--- src/rtl/ahb_arbiter_param.sv ---
// Parametrised AHB bus arbiter: fixed-priority or round-robin winner selection,
// locked-sequence hold and an optional burst beat limit.
// Define AHB_ARB_SVA_EN to compile in the concurrent protocol assertions.
module ahb_arbiter_param #(
  parameter int unsigned MASTER_NUM     = 4,
  parameter int unsigned HMASTER_W      = 4,
  parameter int unsigned DEFAULT_MASTER = MASTER_NUM - 1,
  parameter int unsigned ARB_MODE       = 0,
  parameter int unsigned BURST_LIMIT    = 0
) (
  input  logic                  hclk,
  input  logic                  hreset,
  input  logic [MASTER_NUM-1:0] hbusreq,
  input  logic [MASTER_NUM-1:0] hlock,
  input  logic                  hready,
  input  logic [1:0]            htrans,
  output logic [MASTER_NUM-1:0] hgrant,
  output logic [HMASTER_W-1:0]  hmaster,
  output logic                  hmastlock
);

  localparam int unsigned IDX_W  = (MASTER_NUM > 1) ? $clog2(MASTER_NUM) : 1;
  localparam int unsigned BEAT_W = (BURST_LIMIT > 2) ? $clog2(BURST_LIMIT) : 1;
  localparam logic [BEAT_W-1:0]     BEAT_MAX = BEAT_W'((BURST_LIMIT == 0) ? 0 : BURST_LIMIT - 1);
  localparam logic [MASTER_NUM-1:0] DEF_OH   = MASTER_NUM'(1) << DEFAULT_MASTER;
  localparam logic [IDX_W-1:0]      DEF_IDX  = IDX_W'(DEFAULT_MASTER);
  localparam logic [1:0] HTRANS_IDLE   = 2'd0;
  localparam logic [1:0] HTRANS_NONSEQ = 2'd2;
  localparam logic [1:0] HTRANS_SEQ    = 2'd3;

  typedef enum logic [1:0] {
    ST_PARK,
    ST_OWN,
    ST_LOCKED,
    ST_UNLOCK
  } state_t;

  state_t                  state_q, nxt_state;
  logic [MASTER_NUM-1:0]   nxt_grant;
  logic [IDX_W-1:0]        rr_ptr, nxt_rr;
  logic [BEAT_W-1:0]       beat_cnt, nxt_beat;
  logic [IDX_W-1:0]        grant_idx;
  logic [IDX_W-1:0]        win_idx;
  logic [IDX_W-1:0]        win_rr_next;
  logic [MASTER_NUM-1:0]   win_oh;
  logic [IDX_W-1:0]        cand;
  logic                    found;
  int                      sum;
  logic                    any_req;
  logic                    owner_lock;
  logic                    rearb_ok;

  // Encode the one-hot grant into the current owner index
  always_comb begin
    grant_idx = '0;
    for (int i = 0; i < MASTER_NUM; i++) begin
      if (hgrant[i]) grant_idx = grant_idx | IDX_W'(i);
    end
  end

  // Winner: lowest requester in fixed mode, first requester from rr_ptr in RR mode
  always_comb begin
    win_idx = DEF_IDX;
    found   = 1'b0;
    cand    = '0;
    sum     = 0;
    for (int i = 0; i < MASTER_NUM; i++) begin
      if (ARB_MODE == 0) begin
        cand = IDX_W'(i);
      end else begin
        sum = int'(rr_ptr) + i;
        if (sum >= int'(MASTER_NUM)) sum = sum - int'(MASTER_NUM);
        cand = IDX_W'(sum);
      end
      if (!found && hbusreq[cand]) begin
        win_idx = cand;
        found   = 1'b1;
      end
    end
  end

  assign any_req     = |hbusreq;
  assign win_oh      = MASTER_NUM'(1) << win_idx;
  assign win_rr_next = (win_idx == IDX_W'(MASTER_NUM - 1)) ? '0 : win_idx + IDX_W'(1);
  assign owner_lock  = hlock[grant_idx];
  assign hmastlock   = owner_lock;
  assign rearb_ok    = (htrans == HTRANS_IDLE) || (htrans == HTRANS_NONSEQ) ||
                       ((BURST_LIMIT != 0) && (beat_cnt == BEAT_MAX));

  // Next state, next grant, round-robin pointer and burst beat counter
  always_comb begin
    nxt_state = state_q;
    nxt_grant = hgrant;
    nxt_rr    = rr_ptr;
    nxt_beat  = beat_cnt;
    case (state_q)
      ST_PARK: begin
        if (any_req) begin
          nxt_grant = win_oh;
          nxt_rr    = win_rr_next;
          nxt_state = ST_OWN;
        end else begin
          nxt_grant = DEF_OH;
        end
      end
      ST_OWN, ST_UNLOCK: begin
        nxt_state = ST_OWN;
        if (owner_lock) begin
          nxt_state = ST_LOCKED;
        end else if (rearb_ok) begin
          if (any_req) begin
            nxt_grant = win_oh;
            nxt_rr    = win_rr_next;
          end else begin
            nxt_grant = DEF_OH;
            nxt_state = ST_PARK;
          end
        end
      end
      ST_LOCKED: begin
        if (!owner_lock) nxt_state = ST_UNLOCK;
      end
      default: nxt_state = ST_PARK;
    endcase

    if (nxt_grant != hgrant) begin
      nxt_beat = '0;
    end else if (htrans == HTRANS_NONSEQ) begin
      nxt_beat = BEAT_W'(BEAT_MAX != '0);
    end else if ((htrans == HTRANS_SEQ) && (beat_cnt != BEAT_MAX)) begin
      nxt_beat = beat_cnt + BEAT_W'(1);
    end
  end

  // Registered arbitration state; everything advances only on hready
  always_ff @(posedge hclk) begin
    if (hreset) begin
      state_q  <= ST_PARK;
      hgrant   <= DEF_OH;
      hmaster  <= HMASTER_W'(DEFAULT_MASTER);
      rr_ptr   <= '0;
      beat_cnt <= '0;
    end else if (hready) begin
      state_q  <= nxt_state;
      hgrant   <= nxt_grant;
      hmaster  <= HMASTER_W'(grant_idx);
      rr_ptr   <= nxt_rr;
      beat_cnt <= nxt_beat;
    end
  end

`ifdef AHB_ARB_SVA_EN
  a_grant_onehot: assert property (@(posedge hclk) disable iff (hreset)
    $onehot(hgrant));

  a_hmaster_follows: assert property (@(posedge hclk) disable iff (hreset)
    (hready && $changed(hgrant)) |=> (hmaster == HMASTER_W'($past(grant_idx))));

  a_mastlock: assert property (@(posedge hclk) disable iff (hreset)
    hmastlock == hlock[grant_idx]);

  a_park_default: assert property (@(posedge hclk) disable iff (hreset)
    (hready && !any_req && ((state_q == ST_PARK) ||
     (((state_q == ST_OWN) || (state_q == ST_UNLOCK)) && !owner_lock && rearb_ok)))
    |=> (hgrant == DEF_OH));

  a_locked_hold: assert property (@(posedge hclk) disable iff (hreset)
    (state_q == ST_LOCKED) |=> $stable(hgrant));
`endif

endmodule
--- config.mk ---
export PLATFORM = sky130hd
export DESIGN_NAME = ahb_arbiter_param
export DESIGN_NICKNAME = d
export VERILOG_FILES = /design/src/rtl/ahb_arbiter_param.sv
export SDC_FILE = /design/constraint.sdc
export NUM_CORES = 1
export LEC_CHECK = 0
export CELL_PAD_IN_SITES_DETAIL_PLACEMENT = 0
export CELL_PAD_IN_SITES_GLOBAL_PLACEMENT = 1
export CORE_UTILIZATION = 26
export CTS_BUF_LIST = sky130_fd_sc_hd__clkbuf_2 sky130_fd_sc_hd__clkbuf_4 sky130_fd_sc_hd__clkbuf_8
export DETAILED_ROUTE_END_ITERATION = 10
export GPL_TIMING_DRIVEN = 0
export PLACE_DENSITY_LB_ADDON = 0.1
export SYNTH_ARGS = -nofsm -noshare
export SYNTH_HDL_FRONTEND = slang
export SYNTH_SLANG_ARGS = --single-unit
--- constraint.sdc ---
create_clock -name hclk -period 1.4 [get_ports hclk]
set_input_delay 0.35 -clock hclk [delete_from_list [all_inputs] [get_ports hclk]]
set_output_delay 0.35 -clock hclk [all_outputs]
set_load 0.005 [all_outputs]
# == Word-level counts from Yosys, hierarchy flattened ==
# Cells that the tools add are included.
# word_totals
ff_bits,8
input_bits,13
# classes
mux,22
order_cmp,1
n_eq_ne,8
n_shift,1
reduce_logical,14
# op_table
cell,n
$mux W2,9
$mux W4,3
$ne A2 B2 Y1 const B,4
$pmux W4 S2,1
$mux W1,7
$eq A2 B2 Y1 const B,3
$pmux W2 S3,1
$logic_not A2 Y1,2
$reduce_and A4 Y1,1
$reduce_or A4 Y1,1
$shl A1 B2 Y4 const A,1
$logic_and A1 B1 Y1,3
$logic_not A1 Y1,3
$lt A2 B3 Y1 const B,1
$reduce_and A3 Y1,1
$bmux W1 S2,1
$eq A2 B1 Y1 const B,1
$reduce_bool A2 Y1,1
$reduce_or A2 Y1,1
$logic_or A1 B1 Y1,1

# == Logic depth before layout (Yosys ltp) ==
# depth
ltp_word,15
mapped_depth,5

# == Least setup slack after synthesis ==
# OpenSTA, ideal clock, no wires.
# synth_timing
path_type,reg2reg
startpoint,reg hgrant[1]
endpoint,reg hgrant[0]
path_stages_with_launch,5
path_buffers,0
t_arrival_ps,1396
required_time_ps,1328
setup_slack_ps,-68
period_less_slack_ps,1468
cell_sequence,dfxtp_1 > mux2_2 > o31ai_4 > a41o_2 > mux2i_1
# synth_via
elab_chain_len,7
# synth_rtl
element,line_no,source
"start, declared",17,"output logic [MASTER_NUM-1:0] hgrant,"
"start signal, assigned",145,hgrant <= nxt_grant;
$mux W1,57,if (hgrant[i]) grant_idx = grant_idx | IDX_W'(i);
$mux W2 (2 in series),57,
$bmux W1 S2,85,assign owner_lock = hlock[grant_idx];
$mux W1 (implied by the code),85,
$ne A2 B2 Y1 (no line),--,
$reduce_and A4 Y1 (no line),--,
# Every way passes these cells. The select of a mux whose other input is x is not followed.
# A chain may end at the register's enable or synchronous reset.

# == Worst setup path after layout ==
# layout_timing
startpoint,reg hgrant[1]
endpoint,out hmastlock
# layout_via
elab_chain_len,5
# layout_rtl
element,line_no,source
$mux W1,57,
$mux W2 (2 in series),57,
$bmux W1 S2,85,
$mux W1 (implied by the code),85,
"end, declared",19,output logic hmastlock
# Every way passes these cells. The select of a mux whose other input is x is not followed.

==> reports/metrics.sh <==
ANTENNA_VIOLATIONS_BEFORE_REPAIR=0
CTS.ROOT.BUFFER_CELL='sky130_fd_sc_hd__clkbuf_4'
OUTCOME='finished, violations left'
DIE_AREA_SQ_UM=1960
WORSTPATHREQUIRED_NS=1.05
TIMING.CRITICAL_PATH.FROM_TYPE='flip-flop'
END_KIND='output port'
WIRE_LENGTH_OF_THE_FIRST_GLOBAL_ROUTING_PASS_UM=1780
TRITONCTS.NUM_BUFFERS=3
DESIGN.FINAL.NETS=93
SW_FRAC_OF_TOTAL_PCT=27.8
GRT_REMAINING_OVERFLOW=0
DPL.CELL_COUNT=95
DIE_WIDTH_UM=44.3
GRT_SETUP_UNREPAIRED='yes'
SKEW_NS=0.00323
CLOCK_INSERTION_DELAY_WORST_SKEW_NS=0.25
TIMING.HOLD.WORST.START='hready'
PLACE_AREA_SQ_UM=674
TIMING.REG2REG.WORST_PATH_DEPTH=5
SYN2LAYOUT_AREA_GROWTH_PCT=59.9
IO_BUFFER_COUNT=17
HOLD_BUFFERS=0
SYNTH_FLOP_CELL='sky130_fd_sc_hd__dfxtp_1'
FAILED_CHECKS='setup timing'
SYNTH_AREA_PER_CELL_SQ_UM=8.78
CLK_PATH_BUF_DEPTH=2
TOTALWIRELENGTH_UM=1130
SYNTH-WARNING-COUNT=0
P_PER_AREA_nW_PER_UM2=816
WORST_R2R_ENDPOINT='hgrant[0]$_SDFFE_PP0P_'
MAX_TRANSITION_VIOLS_FINAL=0
PRE_CTS_SLACK_NS=-0.769
SYNTH_COMMON_CELLS='sky130_fd_sc_hd__nand2_1 (10), sky130_fd_sc_hd__dfxtp_1 (8), sky130_fd_sc_hd__nor2_1 (5)'
DETAILROUTE.VIA_COUNT=473
GRT_START_MAX_NET_PINS=10
IRDROPWORSTVDD_uV=486
WORSTHOLDENDPOINT='state_q[0]$_SDFFE_PP0P_'
VIASPERCELL=4.64
SYNTH_SEQ_CELLS=8
FINAL_MIN_PERIOD_OVER_CLOCK_PERIOD_PCT=120
CTS.CLK_SLEW.WORST_PATHS_NS=0.06
PROPORTION_OF_NETLIST_AREA_HELD_BY_THE_LARGEST_AREA_CONTRIBUTOR_PCT=34.4
ANT_NETS_AFTER_ROUTE=0
POWER_FRAC_CLOCK_PCT=29.7
CRITICAL_PATH_ARRIVAL_NS=1.33
CP_MAX_FO=2
DRTPASS1ITERATIONS=4
SYNTHDISTINCTLIBCELLS=28
WORST_SLACK_NS=-0.279
DEEPEST_LEVEL_OF_THE_CTS_H_TREE=1
FINAL_LAYOUT_SIZE_SUFFIX_GT1_SHARE_PCT=25.6
FLOORPLAN.INITIALDENSITY_PCT=29.2
DRCVIOLATIONCOUNT=0
MIN_PATH_TYPE='in -> reg'
GP_CONGESTION=0.713
FINALCRITICALPERIOD_NS=1.68
NET-SWITCHING-POWER_uW=169
SYNTH_EDF_COUNT=0
DRT_FIRST_ITER_VIOLATIONS=10
DIE_Y_UM=44.3
CLOCK_SINK_COUNT=8
POST_SYNTH_INST_COUNT=53
LEAKAGEPOWER_nW=0.323
YS_TOP_CELLS_BY_AREA='sky130_fd_sc_hd__dfxtp_1 (34%), sky130_fd_sc_hd__mux2i_1 (8.6%), sky130_fd_sc_hd__nand2_1 (8.1%), sky130_fd_sc_hd__o31ai_4 (4.6%), sky130_fd_sc_hd__nor2_1 (4.0%)'
CORE_REGION_AREA_SQ_UM=1590
WORST-R2R-SETUP-SLACK_NS=-0.09
CTS_TREE='built'
ASYNC_FLOP_SHARE_PCT=0
MAXCAPVIOLCOUNT=0
FINAL_CORE_UTIL_PCT=46.7
VIAS_IN_THE_FIRST_GLOBAL_ROUTE=404
INSERTEDDIODECOUNT=0
DESIGN.PORTCOUNT=22
WORST_HOLD_PATH_CELL_COUNT=2
INTERNAL-POWER_uW=438
GLOBAL_ROUTE.USAGE.TOTAL_PCT=13.1
FINAL_HOLD_VIOL_COUNT=0
CELL_AREA_SYNTH_SQ_UM=465
WL_PER_CELL_UM=11.0
WORST_SETUP_SP='hgrant[1]$_SDFFE_PP0P_'
SETUP_VIOL=5
FMAX_MHz=595
REGTOREGSTARTPOINT='hgrant[1]$_SDFFE_PP0P_'
PLACEMENTROWS=14
YS_SEQ_AREA_SHARE_PCT=34.4
FINAL_CELLS=102
POST-SYNTH-TOP-AREA-CELL='sky130_fd_sc_hd__dfxtp_1'
COMBINATIONAL_POWER_SHARE_PCT=27.3
CRITPATHKIND='reg -> out'
POSTLAYOUTCELLAREA_SQ_UM=744
SEQPWRFRAC_PCT=43.0
SYNTHMOSTINSTANTIATEDCELL='sky130_fd_sc_hd__nand2_1'
-- area by class of cell --
| cell class | count | area, sq um |
|---|---|---|
| fill | 163 | 850 |
| multi-input combinational | 41 | 300 |
| timing repair buffer | 21 | 186 |
| sequential | 8 | 171 |
| tap | 24 | 30.0 |
| buffer | 3 | 26.3 |
| clock buffer | 3 | 22.5 |
| inverter | 2 | 7.51 |
-- layer usage --
| layer | wire length (um) | vias up | track usage, % |
|---|---|---|---|
| met2 | 491 | 18 | 18.5 |
| met4 | 15 | 0 | 9.09 |
| li1 | - | 244 | - |
| met3 | 64 | 2 | 4.90 |
| met1 | 555 | 209 | 16.3 |
| met5 | 0 | - | 0 |
-- stage by stage --
stage | power (mW) | setup TNS, ns | hold WS, ns
6_report | 0.607 | -0.610 | 0.331
3_5_place_dp | 0.424 | -3.17 | 0.451
3_3_place_gp | 0.425 | -3.14 | 0.449
2_1_floorplan | 0.347 | 0 | 0.419
5_1_grt | 0.643 | -0.985 | 0.335
4_1_cts | 0.609 | -0.867 | 0.321
-- worst max path at each step --
| stage | depth (start not counted) | slack (ns) | to |
|---|---|---|---|
| floorplan | 5 | 0.008 | hgrant[1]$_SDFFE_PP0P_ |
| global placement | 5 | -0.76 | hmastlock |
| detailed placement | 5 | -0.77 | hmastlock |
| CTS | 4 | -0.34 | hmastlock |
| global route | 4 | -0.34 | hmastlock |
| finish | 4 | -0.28 | hmastlock |
-- critical path: stages (launching register included) --
cell,delay [ns]
sky130_fd_sc_hd__dfxtp_4,0.35
sky130_fd_sc_hd__mux2_4,0.31
sky130_fd_sc_hd__o31ai_4,0.19
sky130_fd_sc_hd__a31oi_1,0.09
sky130_fd_sc_hd__buf_2,0.15
-- cell families (layout without fill, tap and decap cells) --
logic type             count (synthesis)  in the layout  share of synthesized area (%)
muxes                                  5              5                           11.0
and+or+nand+nor                       22             22                           23.4
buffers and inverters                  5             29                           7.26
other                                  1              2                          0.806
DFF                                    8              8                           34.4
AOI/OAI and AO/OA                     12             12                           23.1
-- power groups by stage --
stage	clock network, mW	logic (mW)	registers [mW]
floorplan	0	0.0813	0.266
global placement	0	0.156	0.269
detailed placement	0	0.156	0.269
CTS	0.189	0.158	0.262
global route	0.199	0.179	0.264
finish	0.180	0.166	0.261
-- what timing repair did --
action,CTS,global route
pin swaps,1,3
cloned,0,0
buffers inserted,3,1
endpoints found under the setup margin,12,6
resized for setup,24,2
-- cell usage in the layout, fill, tap and decap left out, drive strengths merged, types with 3 or more instances in the layout --
cell	n
dlygate4sd2	12
buf	8
dfxtp	8
clkdlybuf4s50	3
clkbuf	3
nand2	10
nor2	5
mux2i	4
No activity file was read; power rests on OpenSTA's default activity.
